`config.mk`:
```
export PLATFORM = sky130hd
export DESIGN_NAME = ym6046_uart_rx
export DESIGN_NICKNAME = d
export VERILOG_FILES = /design/src/rtl/ym6046_pkg.sv /design/src/rtl/ym6046_sync2.sv /design/src/rtl/ym6046_uart_rx.sv
export SDC_FILE = /design/constraint.sdc
export NUM_CORES = 1
export LEC_CHECK = 0
export ABC_CLOCK_PERIOD_IN_PS = 3940
export CORE_ASPECT_RATIO = 1.75
export CORE_MARGIN = 4
export CORE_UTILIZATION = 40
export CTS_BUF_LIST = sky130_fd_sc_hd__clkbuf_4 sky130_fd_sc_hd__clkbuf_8 sky130_fd_sc_hd__clkbuf_16
export DETAILED_ROUTE_END_ITERATION = 10
export MAX_ROUTING_LAYER = met4
export RECOVER_POWER = 100
export SYNTH_ARGS = -nofsm -noshare
export SYNTH_HDL_FRONTEND = slang
export SYNTH_HIERARCHICAL = 1
export SYNTH_SLANG_ARGS = --single-unit
```
`constraint.sdc`:
```
create_clock -name MCLK -period 3.94 [get_ports MCLK]
set_input_delay 0.788 -clock MCLK [delete_from_list [all_inputs] [get_ports MCLK]]
set_output_delay 0.788 -clock MCLK [all_outputs]
set_load 0.05 [all_outputs]
```
`src/rtl/ym6046_pkg.sv`:
```
// Shared definitions for the YM6046 serial block: oversample default and
// the receive/transmit frame state encoding.
package ym6046_pkg;

  localparam int unsigned OVERSAMPLE_DEFAULT = 16;

  typedef enum logic [1:0] {
    IDLE  = 2'd0,
    START = 2'd1,
    DATA  = 2'd2,
    STOP  = 2'd3
  } ym6046_state_e;

endpackage

```
`src/rtl/ym6046_sync2.sv`:
```
// Two-flop synchronizer for the asynchronous serial pin; resets to the
// line-idle level (1) so reset release never looks like a start bit.
module ym6046_sync2 (
  input  logic MCLK,
  input  logic reset,
  input  logic d,
  output logic q
);

  logic meta;

  always_ff @(posedge MCLK or negedge reset) begin
    if (!reset) begin
      meta <= 1'b1;
      q    <= 1'b1;
    end else begin
      meta <= d;
      q    <= meta;
    end
  end

endmodule

```
`src/rtl/ym6046_uart_rx.sv`:
```
// YM6046 UART receiver: 8N1 oversampled frame capture with ready/error
// flags, overrun detection and a registered receive interrupt.
module ym6046_uart_rx
  import ym6046_pkg::*;
#(
  parameter int unsigned OVERSAMPLE = OVERSAMPLE_DEFAULT
) (
  input  logic       MCLK,
  input  logic       reset,
  input  logic       rx_tick,
  input  logic       rx_enable,
  input  logic       rxd,
  input  logic       read_rx_data,
  input  logic       rx_int_en,
  output logic [7:0] rx_data,
  output logic       rx_ready,
  output logic       rx_error,
  output logic       irq_rx
);

  localparam int unsigned   TW        = $clog2(OVERSAMPLE);
  localparam logic [TW-1:0] HALF_LAST = TW'(OVERSAMPLE / 2 - 1);
  localparam logic [TW-1:0] BIT_LAST  = TW'(OVERSAMPLE - 1);

  logic          rxs;
  ym6046_state_e state, state_next;
  logic [TW-1:0] tick_cnt, tick_cnt_next;
  logic [2:0]    bit_cnt, bit_cnt_next;
  logic [7:0]    shifter, shifter_next;
  logic [7:0]    rx_data_next;
  logic          rx_ready_next, rx_error_next;
  logic          frame_done;

  ym6046_sync2 u_sync (
    .MCLK  (MCLK),
    .reset (reset),
    .d     (rxd),
    .q     (rxs)
  );

  always_comb begin
    state_next    = state;
    tick_cnt_next = tick_cnt;
    bit_cnt_next  = bit_cnt;
    shifter_next  = shifter;
    frame_done    = 1'b0;
    if (!rx_enable) begin
      state_next    = IDLE;
      tick_cnt_next = '0;
      bit_cnt_next  = '0;
    end else if (rx_tick) begin
      unique case (state)
        IDLE: begin
          if (!rxs) begin
            state_next    = START;
            tick_cnt_next = '0;
          end
        end
        START: begin
          // Half a bit in: a line that went high again was only a glitch.
          if (tick_cnt == HALF_LAST) begin
            tick_cnt_next = '0;
            bit_cnt_next  = '0;
            state_next    = rxs ? IDLE : DATA;
          end else begin
            tick_cnt_next = tick_cnt + 1'b1;
          end
        end
        DATA: begin
          if (tick_cnt == BIT_LAST) begin
            tick_cnt_next = '0;
            shifter_next  = {rxs, shifter[7:1]};
            bit_cnt_next  = bit_cnt + 1'b1;
            if (bit_cnt == 3'd7) state_next = STOP;
          end else begin
            tick_cnt_next = tick_cnt + 1'b1;
          end
        end
        STOP: begin
          if (tick_cnt == BIT_LAST) begin
            tick_cnt_next = '0;
            state_next    = IDLE;
            frame_done    = 1'b1;
          end else begin
            tick_cnt_next = tick_cnt + 1'b1;
          end
        end
        default: state_next = IDLE;
      endcase
    end
  end

  // A read landing on the completion edge frees the holding register, so
  // the new byte is accepted rather than flagged as an overrun.
  always_comb begin
    rx_data_next  = rx_data;
    rx_ready_next = rx_ready;
    rx_error_next = rx_error;
    if (frame_done) begin
      if (!rx_ready || read_rx_data) begin
        rx_data_next  = shifter;
        rx_ready_next = 1'b1;
        rx_error_next = ~rxs;
      end else begin
        rx_error_next = 1'b1;
      end
    end else if (read_rx_data) begin
      rx_ready_next = 1'b0;
      rx_error_next = 1'b0;
    end
  end

  always_ff @(posedge MCLK or negedge reset) begin
    if (!reset) begin
      state    <= IDLE;
      tick_cnt <= '0;
      bit_cnt  <= '0;
      shifter  <= '0;
      rx_data  <= 8'h00;
      rx_ready <= 1'b0;
      rx_error <= 1'b0;
      irq_rx   <= 1'b0;
    end else begin
      state    <= state_next;
      tick_cnt <= tick_cnt_next;
      bit_cnt  <= bit_cnt_next;
      shifter  <= shifter_next;
      rx_data  <= rx_data_next;
      rx_ready <= rx_ready_next;
      rx_error <= rx_error_next;
      irq_rx   <= rx_ready_next & rx_int_en;
    end
  end

endmodule

```
==> out/results.ini, run 1 <==
[outcome]
outcome = complete, but fails checks
violations = max-capacitance violations, max-slew violations

[sta]
hold_viol = 0
fin_skew_ps = 8.08
final.setup.tns_ps = 0
period_needed_ps = 2870
relSlewSlack = -0.0551
finalSetupViolCount = 0
max_freq_mhz = 349
drv_slew = 31
finalCritPeriodShare = 0.728
rsz0062_at_grt = no
tightest_slew_ps = 1580

[route]
antenna_left = 0
viasPerCell = 5.26
first_pass_iters = 4
vias = 947
drc_errors = 0
wl_um = 2870
first_iter_violations = 6
wl_per_cell_um = 15.9

[finish]
areaGrowthSynthToFinish_pct = 18.8
stdcell_count = 180
layout_common_cells = 28 x dfrtp_1, 17 x mux2_2, 15 x dlygate4sd3_1
fin_nets = 145
final_common_cell = dfrtp_1
drive_gt1_frac = 0.230
antenna_cells = 0

[global_routing]
antenna_found_initial = 0
grt_pass1_wl_um = 5260
overflow = 0
gr-usage-all-layers = 0.163
grt_pass1_vias = 1067
grt_max_degree = 31

[clocking]
cts_buffers = 5
cts-resized-gates = 0
post_cts_buffers = 0
clock_path_buffers = 2
cts.clk_slew.worst_paths_ps = 50
cts.sinks = 30
htree_levels = 2
worstSkewPairLatency_ps = 280
cts-root-buf = clkbuf_8
ctsHoldBuffers = 0
cts_tree = yes

[die]
die_x_um = 53.1
dieArea_mm2 = 0.00461
design.core.area_mm2 = 0.00340
rows = 28
io_pins = 18
initial_core_util = 0.418
die_y_um = 86.9

[min_path]
hp-start = u_sync/meta
hold_class = reg2reg

[critical_path]
timing.rr.start = tick_cnt[0]
worst-path-max-fanout = 11
crit_type = in2reg
cp.required_ps = 4090
crit_path_end_kind = flip-flop
cp.arrival_ps = 3020
startpoint_type = input port
crit_start = rx_enable

[pwr]
power.density_mw_per_mm2 = 343
p_total_mw = 0.578
irDropWorstVdd_v = 0.000320
p_leak_nw = 0.796

[yosys]
synth-seq-area-share = 0.530
synth.avg_cell_area_um2 = 12.3
synth_area_mm2 = 0.00142
syn-num-nets = 126
ys_types = 41
yosys_warnings = 6
synthCells = 116
synth-seq-cells = 30

[placement]
portBuffers = 17
place_inst = 173
dp_hpwl_um = 2100
gp_congestion = 0.844

[flow_run]
cap_viol_max_count = 1

==> where the power goes <==
group          leakage (nW)  switching (mW)  internal (mW)
sequential            0.411         0.00401          0.312
clock                0.0452           0.104          0.135
combinational         0.340          0.0135         0.0102
total                 0.796           0.121          0.457
==> flip-flops by register name, summed over array words and instances, names as in the netlist <==
register / count
rx_data: 8
shifter: 8
tick_cnt: 4
bit_cnt: 3
state: 2
irq_rx: 1
rx_error: 1
rx_ready: 1
u_sync/meta: 1
u_sync/q: 1
==> per-stage QoR <==
| stage | setup WS, ps | cell area, µm² | utilization | hold WS, ps |
|---|---|---|---|---|
| finish | 1070 | 1690 | 0.497 | 355 |
| global route | 860 | 1690 | 0.497 | 359 |
| CTS | 1350 | 1710 | 0.504 | 356 |
| detailed placement | 1060 | 1630 | 0.479 | 348 |
| global placement | 1110 | 1630 | 0.479 | 347 |
| floorplan | 2060 | 1420 | - | 345 |
==> cells in the mapped netlist <==
cell type   n  area (µm²)
dfrtp_1    28         701
mux2_2     17         191
nand2_1     7        26.3
nand3_1     4        20.0
nor2b_1     4        25.0
a21oi_1     3        15.0
clkbuf_1    3        11.3
ha_1        3        37.5
inv_1       3        11.3
mux2i_1     3        30.0
nand2b_1    3        18.8
nand3b_1    3        22.5
o21ai_0     3        15.0
clkbuf_2    2        10.0
dfstp_2     2        52.6
nand4_1     2        12.5
nor2_1      2        7.51
a21boi_0    1        7.51
a21oi_2     1        8.76
and2_1      1        6.26
and3_1      1        6.26
and3b_1     1        8.76
and4_1      1        8.76
buf_2       1        5.00
nand3_4     1        17.5
nand4bb_1   1        11.3
nor3_1      1        5.00
nor3_2      1        10.0
nor3b_1     1        7.51
nor4_4      1        21.3
o2111ai_1   1        8.76
o211ai_1    1        7.51
o21a_1      1        7.51
o21ba_2     1        10.0
o221a_2     1        11.3
o221ai_1    1        8.76
o22ai_1     1        6.26
or2_2       1        6.26
or3_1       1        6.26
or3b_2      1        8.76
xor2_1      1        8.76
==> worst paths after layout <==
path / cells past startpoint / slack, ps / to
max in group asynchronous: 2 / 1570 / rx_data[5]
min reg2reg: 0 / 360 / u_sync/q
max: 4 / 1070 / shifter[4]
min: 0 / 360 / u_sync/q
min in group asynchronous: 2 / 1430 / state[1]
max reg2reg: 4 / 1520 / shifter[4]
==> cells by family (layout without fill, tap and decap cells) <==
logic type,count (synthesis),after routing,share of synthesized area
buffers and inverters,9,28,0.0264
AND/OR/NAND/NOR,38,38,0.180
XOR/XNOR,1,1,0.00616
multiplexers,20,20,0.156
flip-flops,30,30,0.530
AO/OA/AOI/OAI,15,15,0.0748
adder cells (fa/ha/maj),3,3,0.0264
==> area by class of cell <==
type                       count  area (µm²)
inverter                       3        11.3
sequential                    30         753
multi-input combinational     77         609
timing repair buffer          18         174
tap                           45        56.3
clock buffer                   7        83.8
fill                         326        1710
==> worst max-delay path: stages <==
cell	delay, ps
dlygate4sd3_1	760
nand2_1	230
nor3_1	830
mux2_2	420
==> metal layers <==
metal / part of all wire / global-route usage
met5: 0 / -
met4: 0.024 / 0.0791
met3: 0.025 / 0.0377
met2: 0.57 / 0.275
met1: 0.38 / 0.174
Power figures use the tool's default switching activity.
==> run 2: changes to the inputs <==
--- a/config.mk
+++ b/config.mk
@@ -5,7 +5,7 @@
 export SDC_FILE = /design/constraint.sdc
 export NUM_CORES = 1
 export LEC_CHECK = 0
-export ABC_CLOCK_PERIOD_IN_PS = 3940
+export ABC_CLOCK_PERIOD_IN_PS = 2300
 export CORE_ASPECT_RATIO = 1.75
 export CORE_MARGIN = 4
 export CORE_UTILIZATION = 40
==> constraint.sdc (replaced) <==
create_clock -name MCLK -period 2.3 [get_ports MCLK]
set_input_delay 0.46 -clock MCLK [delete_from_list [all_inputs] [get_ports MCLK]]
set_output_delay 0.46 -clock MCLK [all_outputs]
set_load 0.05 [all_outputs]
==> run 2 against run 1 <==
  * Critical endpoint is now rx_data[6]
  * Critical path depth increased by 1
  * Hold slack improved by 4.5 ps
  * Power increased by 76%
  * The run now ends clean
  * Clock power increased by 81%
  * Worst setup slack got worse by 810 ps
  * Highest routed layer unchanged
==> out/results.ini, run 2 (synthesis results as in run 1) <==
[outcome]
outcome = finished clean

[clocking]
cts.clk_slew.worst_paths_ps = 60  ; about the same
cts_tree = yes
cts_buffers = 5  ; unchanged
ctsHoldBuffers = 0  ; unchanged
post_cts_buffers = 0  ; unchanged
cts-root-buf = clkbuf_8
cts-resized-gates = 0  ; unchanged
clock_path_buffers = 2  ; unchanged
cts.sinks = 30  ; unchanged
worstSkewPairLatency_ps = 270  ; about the same
htree_levels = 2  ; unchanged

[die]
dieArea_mm2 = 0.00461  ; unchanged
die_x_um = 53.1  ; unchanged
initial_core_util = 0.418  ; unchanged
die_y_um = 86.9  ; unchanged
rows = 28  ; unchanged
io_pins = 18  ; unchanged
design.core.area_mm2 = 0.00340  ; unchanged

[critical_path]
cp.required_ps = 2450  ; -1640 ps
cp.arrival_ps = 2190  ; -830 ps
worst-path-max-fanout = 8  ; -3
crit_path_end_kind = flip-flop
cpPeakStageDelay_ps = 560  ; -270 ps
critical_path.cell_chain = clkdlybuf4s50_1, nand3_1, nor4_4, clkbuf_2, mux2_2
crit_type = in2reg
cp_slowest_cell = clkdlybuf4s50_1
startpoint_type = input port

[pwr]
p_total_mw = 1.01  ; +76%
power.density_mw_per_mm2 = 591  ; +72%
p_leak_nw = 0.819  ; +2.9%
irDropWorstVdd_v = 0.000495  ; +54%

[global_routing]
overflow = 0  ; unchanged
gr-usage-all-layers = 0.154  ; -0.00870
grt_pass1_wl_um = 5000  ; -4.9%
grt_pass1_vias = 1062  ; -0.47%
grt_max_degree = 31  ; unchanged
antenna_found_initial = 0  ; unchanged

[sta]
rsz0062_at_grt = no
relSlewSlack = 0.511  ; +0.566
finalSetupViolCount = 0  ; unchanged
final.setup.tns_ps = 0  ; unchanged
tightest_slew_ps = 734  ; -849 ps
drv_slew = 0  ; -100%
hold_viol = 0  ; unchanged
period_needed_ps = 2040
finalCritPeriodShare = 0.886
max_freq_mhz = 491
fin_skew_ps = 3.92  ; -4.16 ps

[finish]
multi_input_area_um2 = 609  ; unchanged
fillers = 342  ; +4.9%
final_common_cell = dfrtp_1
antenna_cells = 0  ; unchanged
areaGrowthSynthToFinish_pct = 20.9
layout.area.seq_um2 = 753  ; unchanged
reg_top3 = rx_data x8, shifter x8, tick_cnt x4
layout_common_cells = 28 x dfrtp_1, 17 x mux2_2, 13 x dlygate4sd3_1
drive_gt1_frac = 0.259  ; +0.0294
fin_nets = 148  ; +2.1%

[placement]
dp_hpwl_um = 2100  ; +0.16%
gp_congestion = 0.779  ; -7.7%
portBuffers = 17  ; unchanged

[route]
vias = 983  ; +3.8%
antenna_left = 0  ; unchanged
first_iter_violations = 25  ; +19
first_pass_iters = 4  ; unchanged
wl_per_cell_um = 15.3  ; -4.0%
wl_um = 2810  ; -1.8%
viasPerCell = 5.34  ; +1.5%
drc_errors = 0  ; unchanged

[min_path]
hold_class = reg2reg

[flow_run]
cap_viol_max_count = 0  ; -1

run 2: cell count changes in the layout (fill, tap and decap cells not counted):
cell / change
clkbuf_2: +3
clkdlybuf4s50_1: +2
dlygate4sd3_1: -2
buf_4: +1
clkbuf_1: -1
clkbuf_4: -1
clkbuf_8: +1
clkinv_2: +1
run 2: critical path, delay by kind of cell:
family                 cells  cell delay [ps]
buffers and inverters      2              830
and+or+nand+nor            2              530
muxes                      1              370
run 2: worst paths after layout:
check / slack [ps] / end / from / cells past startpoint
worst max register to register: 260 / rx_data[6] / tick_cnt[0] / 5
worst min-delay path: 360 / u_sync/q / u_sync/meta / 0
max in group asynchronous: 1050 / bit_cnt[1] / reset / 2
worst min register to register: 360 / u_sync/q / u_sync/meta / 0
worst max-delay path: 260 / rx_data[6] / rx_tick / 5
min in group asynchronous: 770 / irq_rx / reset / 2
run 2: routing by layer:
layer	vias up	global-route usage	part of all wire
met5	-	-	0
met4	0	0.0814	0.033
met3	9	0.0429	0.039
met2	19	0.247	0.55
met1	496	0.170	0.37
li1	459	-	-
run 2: stage by stage:
| stage | std cells | hold WS, ps | area [µm²] | worst slack (ps) | util |
|---|---|---|---|---|---|
| finish | 184 | 360 | 1720 | 262 | 0.506 |
| global route | 184 | 372 | 1720 | 162 | 0.506 |
| CTS | 184 | 362 | 1750 | 369 | 0.514 |
| detailed placement | 176 | 354 | 1650 | 133 | 0.486 |
| global placement | 176 | 346 | 1650 | 161 | 0.486 |
| floorplan | 116 | 164 | 1420 | 541 | - |
run 2: cell type report:
type	instances	share of cell area
sequential	30	0.438
tap	45	0.0328
clock inverter	1	0.00291
clock buffer	7	0.0524
multi-input combinational	77	0.355
timing repair buffer	21	0.112
inverter	3	0.00655
run 2: power breakdown:
group	leakage (nW)	switching (mW)	internal [mW]
Combinational	0.356	0.0238	0.0195
Clock	0.0517	0.180	0.252
Sequential	0.411	0.00585	0.534
Total	0.819	0.209	0.806
==> variant 1, RTL diff (flow settings as in run 2) <==
Take the reset off `rx_data` and load it in a clocked block of its own.
--- a/src/rtl/ym6046_uart_rx.sv
+++ b/src/rtl/ym6046_uart_rx.sv
@@ -116,7 +116,6 @@
       tick_cnt <= '0;
       bit_cnt  <= '0;
       shifter  <= '0;
-      rx_data  <= 8'h00;
       rx_ready <= 1'b0;
       rx_error <= 1'b0;
       irq_rx   <= 1'b0;
@@ -125,12 +124,15 @@
       tick_cnt <= tick_cnt_next;
       bit_cnt  <= bit_cnt_next;
       shifter  <= shifter_next;
-      rx_data  <= rx_data_next;
       rx_ready <= rx_ready_next;
       rx_error <= rx_error_next;
       irq_rx   <= rx_ready_next & rx_int_en;
     end
   end
 
+  always_ff @(posedge MCLK) begin
+    rx_data <= rx_data_next;
+  end
+
 endmodule
 
Formal check against the unedited RTL: no difference found for any inputs over 10 cycles, from zero or initial values and one cycle with reset low; that may be too few to reach the edited logic, so the function may still have changed.
==> variant 1 against run 2 <==
Setup slack improved by 56 ps; first-iteration DRC count is 76% lower; sequential cell count is the same; total power is 10% higher; routed wire length fell by 25%; cell area down 7.7%; synthesized area decreased by 7.9%; via count down 17%; clock skew up 2.2 ps; critical path type is now reg -> out; critical endpoint is now rx_ready; highest routed layer unchanged.
==> variant 1: results (changes against run 2) <==
| Metric | Value |
|---|---|
| Status | `completed (unchanged)` |
| Layout cells sized above 1 | `16.8% (was 25.9%)` |
| Leakage power | `0.764 nW (was 0.819 nW)` |
| DR vias | `813 (was 983)` |
| Crit-path slowest cell | `dlygate4sd3_1 (was clkdlybuf4s50_1)` |
| Avg Cell Area, Syn | `13.9 µm² (was 12.3 µm²)` |
| First-pass GRT wire length | `3870 µm (was 5000 µm)` |
| Placed Cells | `154 (was 176)` |
| Post-synthesis sequential area ratio | `60.6% (was 53.0%)` |
| Post-Route WL | `2110 µm (was 2810 µm)` |
| Area contributors post-synth | `dfrtp_1 (38%), edfxtp_1 (18%), mux2_4 (9.2%) (was dfrtp_1 (49%), mux2_2 (13%), dfstp_2 (3.7%))` |
| Largest net degree at the start of global routing | `23 (was 31)` |
| Syn Nets | `104 (was 126)` |
| Asr flop ratio synth | `73.3% (was 100%)` |
| Clock Skew | `6.11 ps (was 3.92 ps)` |
| Commonest cells post-synth | `dfrtp_1 (20), edfxtp_1 (8), mux2_4 (8) (was dfrtp_1 (28), mux2_2 (17), nand2_1 (7))` |
| Post-synth cell types | `36 (was 41)` |
| Nets | `128 (was 148)` |
| Vias in the first global route | `832 (was 1062)` |
| Count of non-filler cells in the finished layout | `162 (was 184)` |
| Crit path arrival time | `1520 ps (was 2190 ps)` |
| CTS-repair resized insts | `0 (unchanged)` |
| CP max stage delay | `880 ps (was 560 ps)` |
| Post-synth EDFFs | `8 (was 0)` |
| Dpl hpwl | `1580 µm (was 2100 µm)` |
| Maximum vdd drop | `0.000473 V (was 0.000495 V)` |
| Place WS | `195 ps (was 133 ps)` |
| Total GRT Usage | `12.6% (was 15.4%)` |
[variant 1: cell types whose count changed after synthesis, moves of 3 or more]
cell	run 2	this run
mux2_2	17	1
nor2b_1	4	0
nand2b_1	3	0
edfxtp_1	0	8
nand3b_1	3	0
a21oi_1	3	6
clkbuf_1	3	0
dfrtp_1	28	20
mux2_4	0	8
[variant 1: layer usage]
metal,GRT usage [%],vias to the layer above,wire (µm)
li1,-,391,-
met1,12.4,394,762
met2,20.7,21,1180
met3,4.29,7,106
met4,7.88,0,64
met5,-,-,0
[variant 1: final cells by class]
type	count	area, µm²
repair buffers	20	189
inverters	4	15.0
well taps	43	53.8
fillers	293	1560
multi-input cells	57	425
clock inverters	3	40.0
flip-flops and latches	30	793
clock buffers	5	68.8
[variant 1: worst paths after layout]
check	start	end	slack, ps	cells after the start
setup / recovery	rx_ready	rx_ready	320	1
hold / removal	u_sync/meta	u_sync/q	360	0
setup reg to reg	state[0]	state[0]	410	4
hold reg to reg	u_sync/meta	u_sync/q	360	0
max in group asynchronous	reset	shifter[1]	680	2
min in group asynchronous	reset	shifter[2]	920	2
[variant 1: power breakdown]
group / switching (mW) / internal [mW]
clock: 0.191 / 0.318
combinational: 0.0272 / 0.0204
sequential: 0.00972 / 0.552
total: 0.228 / 0.890
[variant 1: kinds of logic (layout without fill, tap and decap cells)]
| kind of cell | after synthesis | after routing | synth area share [%] |
|---|---|---|---|
| buf+inv | 7 | 32 | 3.25 |
| fa+ha+maj | 3 | 3 | 2.87 |
| mux | 10 | 10 | 10.8 |
| compound gates | 21 | 21 | 12.1 |
| flops | 30 | 30 | 60.6 |
| simple gates | 23 | 23 | 10.3 |
[variant 1: per-stage QoR]
stage / cell area [µm²] / power [mW]
6_report: 1590 / 1.12
4_1_cts: 1640 / 1.14
2_1_floorplan: 1310 / 0.603
5_1_grt: 1590 / 1.16
3_5_place_dp: 1530 / 0.628
3_3_place_gp: 1530 / 0.626
==> variant 2, RTL diff (flow settings as in run 2) <==
Without the edit above. Change the package constant `OVERSAMPLE_DEFAULT` from 16 to 64.
--- a/src/rtl/ym6046_pkg.sv
+++ b/src/rtl/ym6046_pkg.sv
@@ -2,7 +2,7 @@
 // the receive/transmit frame state encoding.
 package ym6046_pkg;
 
-  localparam int unsigned OVERSAMPLE_DEFAULT = 16;
+  localparam int unsigned OVERSAMPLE_DEFAULT = 64;
 
   typedef enum logic [1:0] {
     IDLE  = 2'd0,
Check against the original RTL: no difference found for any inputs over 10 cycles, from zero or initial values and one cycle with reset low; that may be too few to reach the edited logic, so the function may still have changed.
==> variant 2 against run 2 <==
Setup slack got worse by 18 ps; die area rose by 4.2%; critical path depth rose by 1; sequential cell count rose by 2; cell area rose by 5.8%; clock skew rose by 2.5 ps; total power rose by 10%; global-route usage fell by 0.53 points; routed wire length fell by 0.32%; synthesized area rose by 4.8%; synthesized cell count rose by 8.6%; critical endpoint is now state[0].
==> variant 2: results (changes against run 2) <==
| Metric | Value |
|---|---|
| Status | `completed (unchanged)` |
| Vias in the first global route | `1114 (was 1062)` |
| Nets | `161 (was 148)` |
| Total CTS buffers | `5 (unchanged)` |
| Final GP Congestion | `0.824 (was 0.779)` |
| Maximum vdd drop | `0.000358 V (was 0.000495 V)` |
| Area contributors post-synth | `dfrtp_1 (50%), mux2_2 (9.8%), dfstp_2 (3.5%) (was dfrtp_1 (49%), mux2_2 (13%), dfstp_2 (3.7%))` |
| Largest net degree at the start of global routing | `33 (was 31)` |
| Hold Path Class | `reg -> reg (unchanged)` |
| Post-synthesis mux area share | `12.8% (was 15.6%)` |
| Largest regs | `rx_data (8), shifter (8), tick_cnt (6) (was rx_data (8), shifter (8), tick_cnt (4))` |
| Main combinational cell family by area after synthesis | `simple AND/OR/NAND/NOR gates (unchanged)` |
| DR iter-0 viols | `31 (was 25)` |
| Main synth FF type | `dfrtp_1 (unchanged)` |
| Layout cells sized above 1 | `19.7% (was 25.9%)` |
| Dpl hpwl | `2000 µm (was 2100 µm)` |
| Commonest cells post-synth | `dfrtp_1 (30), mux2_2 (13), nand2_1 (12) (was dfrtp_1 (28), mux2_2 (17), nand2_1 (7))` |
| Post-Route WL | `2800 µm (was 2810 µm)` |
| Post-Synth XOR/XNOR Area | `1.18% (was 0.616%)` |
| DRT Pass-1 Iters | `4 (unchanged)` |
| Post-synth cell types | `43 (was 41)` |
| First-pass GRT wire length | `5080 µm (was 5000 µm)` |
| Compound-gate portion of the synthesized area | `8.40% (was 7.48%)` |
| CTS-repair resized insts | `0 (unchanged)` |
| Clock Skew | `6.47 ps (was 3.92 ps)` |
| CP max FO | `6 (was 8)` |
| Crit path arrival time | `2240 ps (was 2190 ps)` |
| Initial antenna violation count | `0 (unchanged)` |
| Fill cells | `318 (was 342)` |
| Crit-path slowest cell | `dlygate4sd3_1 (was clkdlybuf4s50_1)` |
| Post-synthesis sequential area ratio | `53.9% (was 53.0%)` |
| Placed Area | `0.00174 mm² (was 0.00165 mm²)` |
| Syn Nets | `136 (was 126)` |
| DR vias | `1041 (was 983)` |
| Leakage power | `0.876 nW (was 0.819 nW)` |
| CP max stage delay | `640 ps (was 560 ps)` |
| Total GRT Usage | `14.9% (was 15.4%)` |
| Slew @ Worst Pin | `783 ps (was 734 ps)` |
| Clock latency on the worst-skew pair | `280 ps` |
| Warnings from Yosys | `6 (unchanged)` |
| Post-Synth Adder-Cell Area | `2.52% (was 2.64%)` |
## variant 2: cell count changes after synthesis, sizes merged, moves of 2 or more
| cell | before | now |
|---|---|---|
| xnor2 | 0 | 2 |
| clkbuf | 5 | 1 |
| mux2i | 3 | 1 |
| nand2b | 3 | 1 |
| a21boi | 1 | 4 |
| dfrtp | 28 | 30 |
| nor2 | 2 | 5 |
| nand2 | 7 | 12 |
| buf | 1 | 6 |
| nand3 | 5 | 3 |
| o21ai | 3 | 7 |
| nand3b | 3 | 0 |
| or3 | 1 | 3 |
| nor2b | 4 | 2 |
## variant 2: worst paths after layout
check	start	depth (start not counted)	slack, ps	end
worst max-delay path	rx_enable	6	240	state[0]
worst min-delay path	u_sync/meta	0	360	u_sync/q
worst max register to register	tick_cnt[0]	6	340	shifter[5]
worst min register to register	u_sync/meta	0	360	u_sync/q
max in group asynchronous	reset	2	1010	rx_error
min in group asynchronous	reset	2	790	state[0]
## variant 2: metal layers
metal	global-route usage, %	share of wire [%]
met5	-	0
met4	6.80	1.5
met3	3.04	3.0
met2	24.2	54
met1	17.1	42
## variant 2: kinds of logic (layout without fill, tap and decap cells)
group | count (synthesis) | in the layout
AO/OA/AOI/OAI | 20 | 20
XOR/XNOR | 2 | 2
adder cells (fa/ha/maj) | 3 | 3
buffers and inverters | 11 | 37
flip-flops | 32 | 32
multiplexers | 17 | 17
AND/OR/NAND/NOR | 41 | 41
## variant 2: cell type report
| class | count | area [µm²] | share of cell area (%) |
|---|---|---|---|
| clock buffers | 8 | 104 | 5.71 |
| inverters | 4 | 15.0 | 0.826 |
| multi-input cells | 83 | 606 | 33.3 |
| flip-flops and latches | 32 | 803 | 44.2 |
| well taps | 46 | 57.6 | 3.17 |
| repair buffers | 25 | 233 | 12.8 |
## variant 2: power breakdown
part | switching [mW] | internal, mW | total [mW] | leakage (nW)
registers | 0.00865 | 0.571 | 0.579 | 0.437
logic | 0.0327 | 0.0240 | 0.0568 | 0.385
clock network | 0.200 | 0.285 | 0.485 | 0.0549
total | 0.241 | 0.880 | 1.12 | 0.876
## variant 2: per-stage QoR
step | utilization, % | worst slack [ps] | total power [mW] | instances
floorplan | - | 553 | 0.618 | 126
global placement | 48.4 | 108 | 0.650 | 190
detailed placement | 48.4 | 67.8 | 0.651 | 190
CTS | 51.3 | 349 | 1.14 | 198
global route | 50.6 | 98.8 | 1.17 | 198
finish | 50.6 | 244 | 1.12 | 198
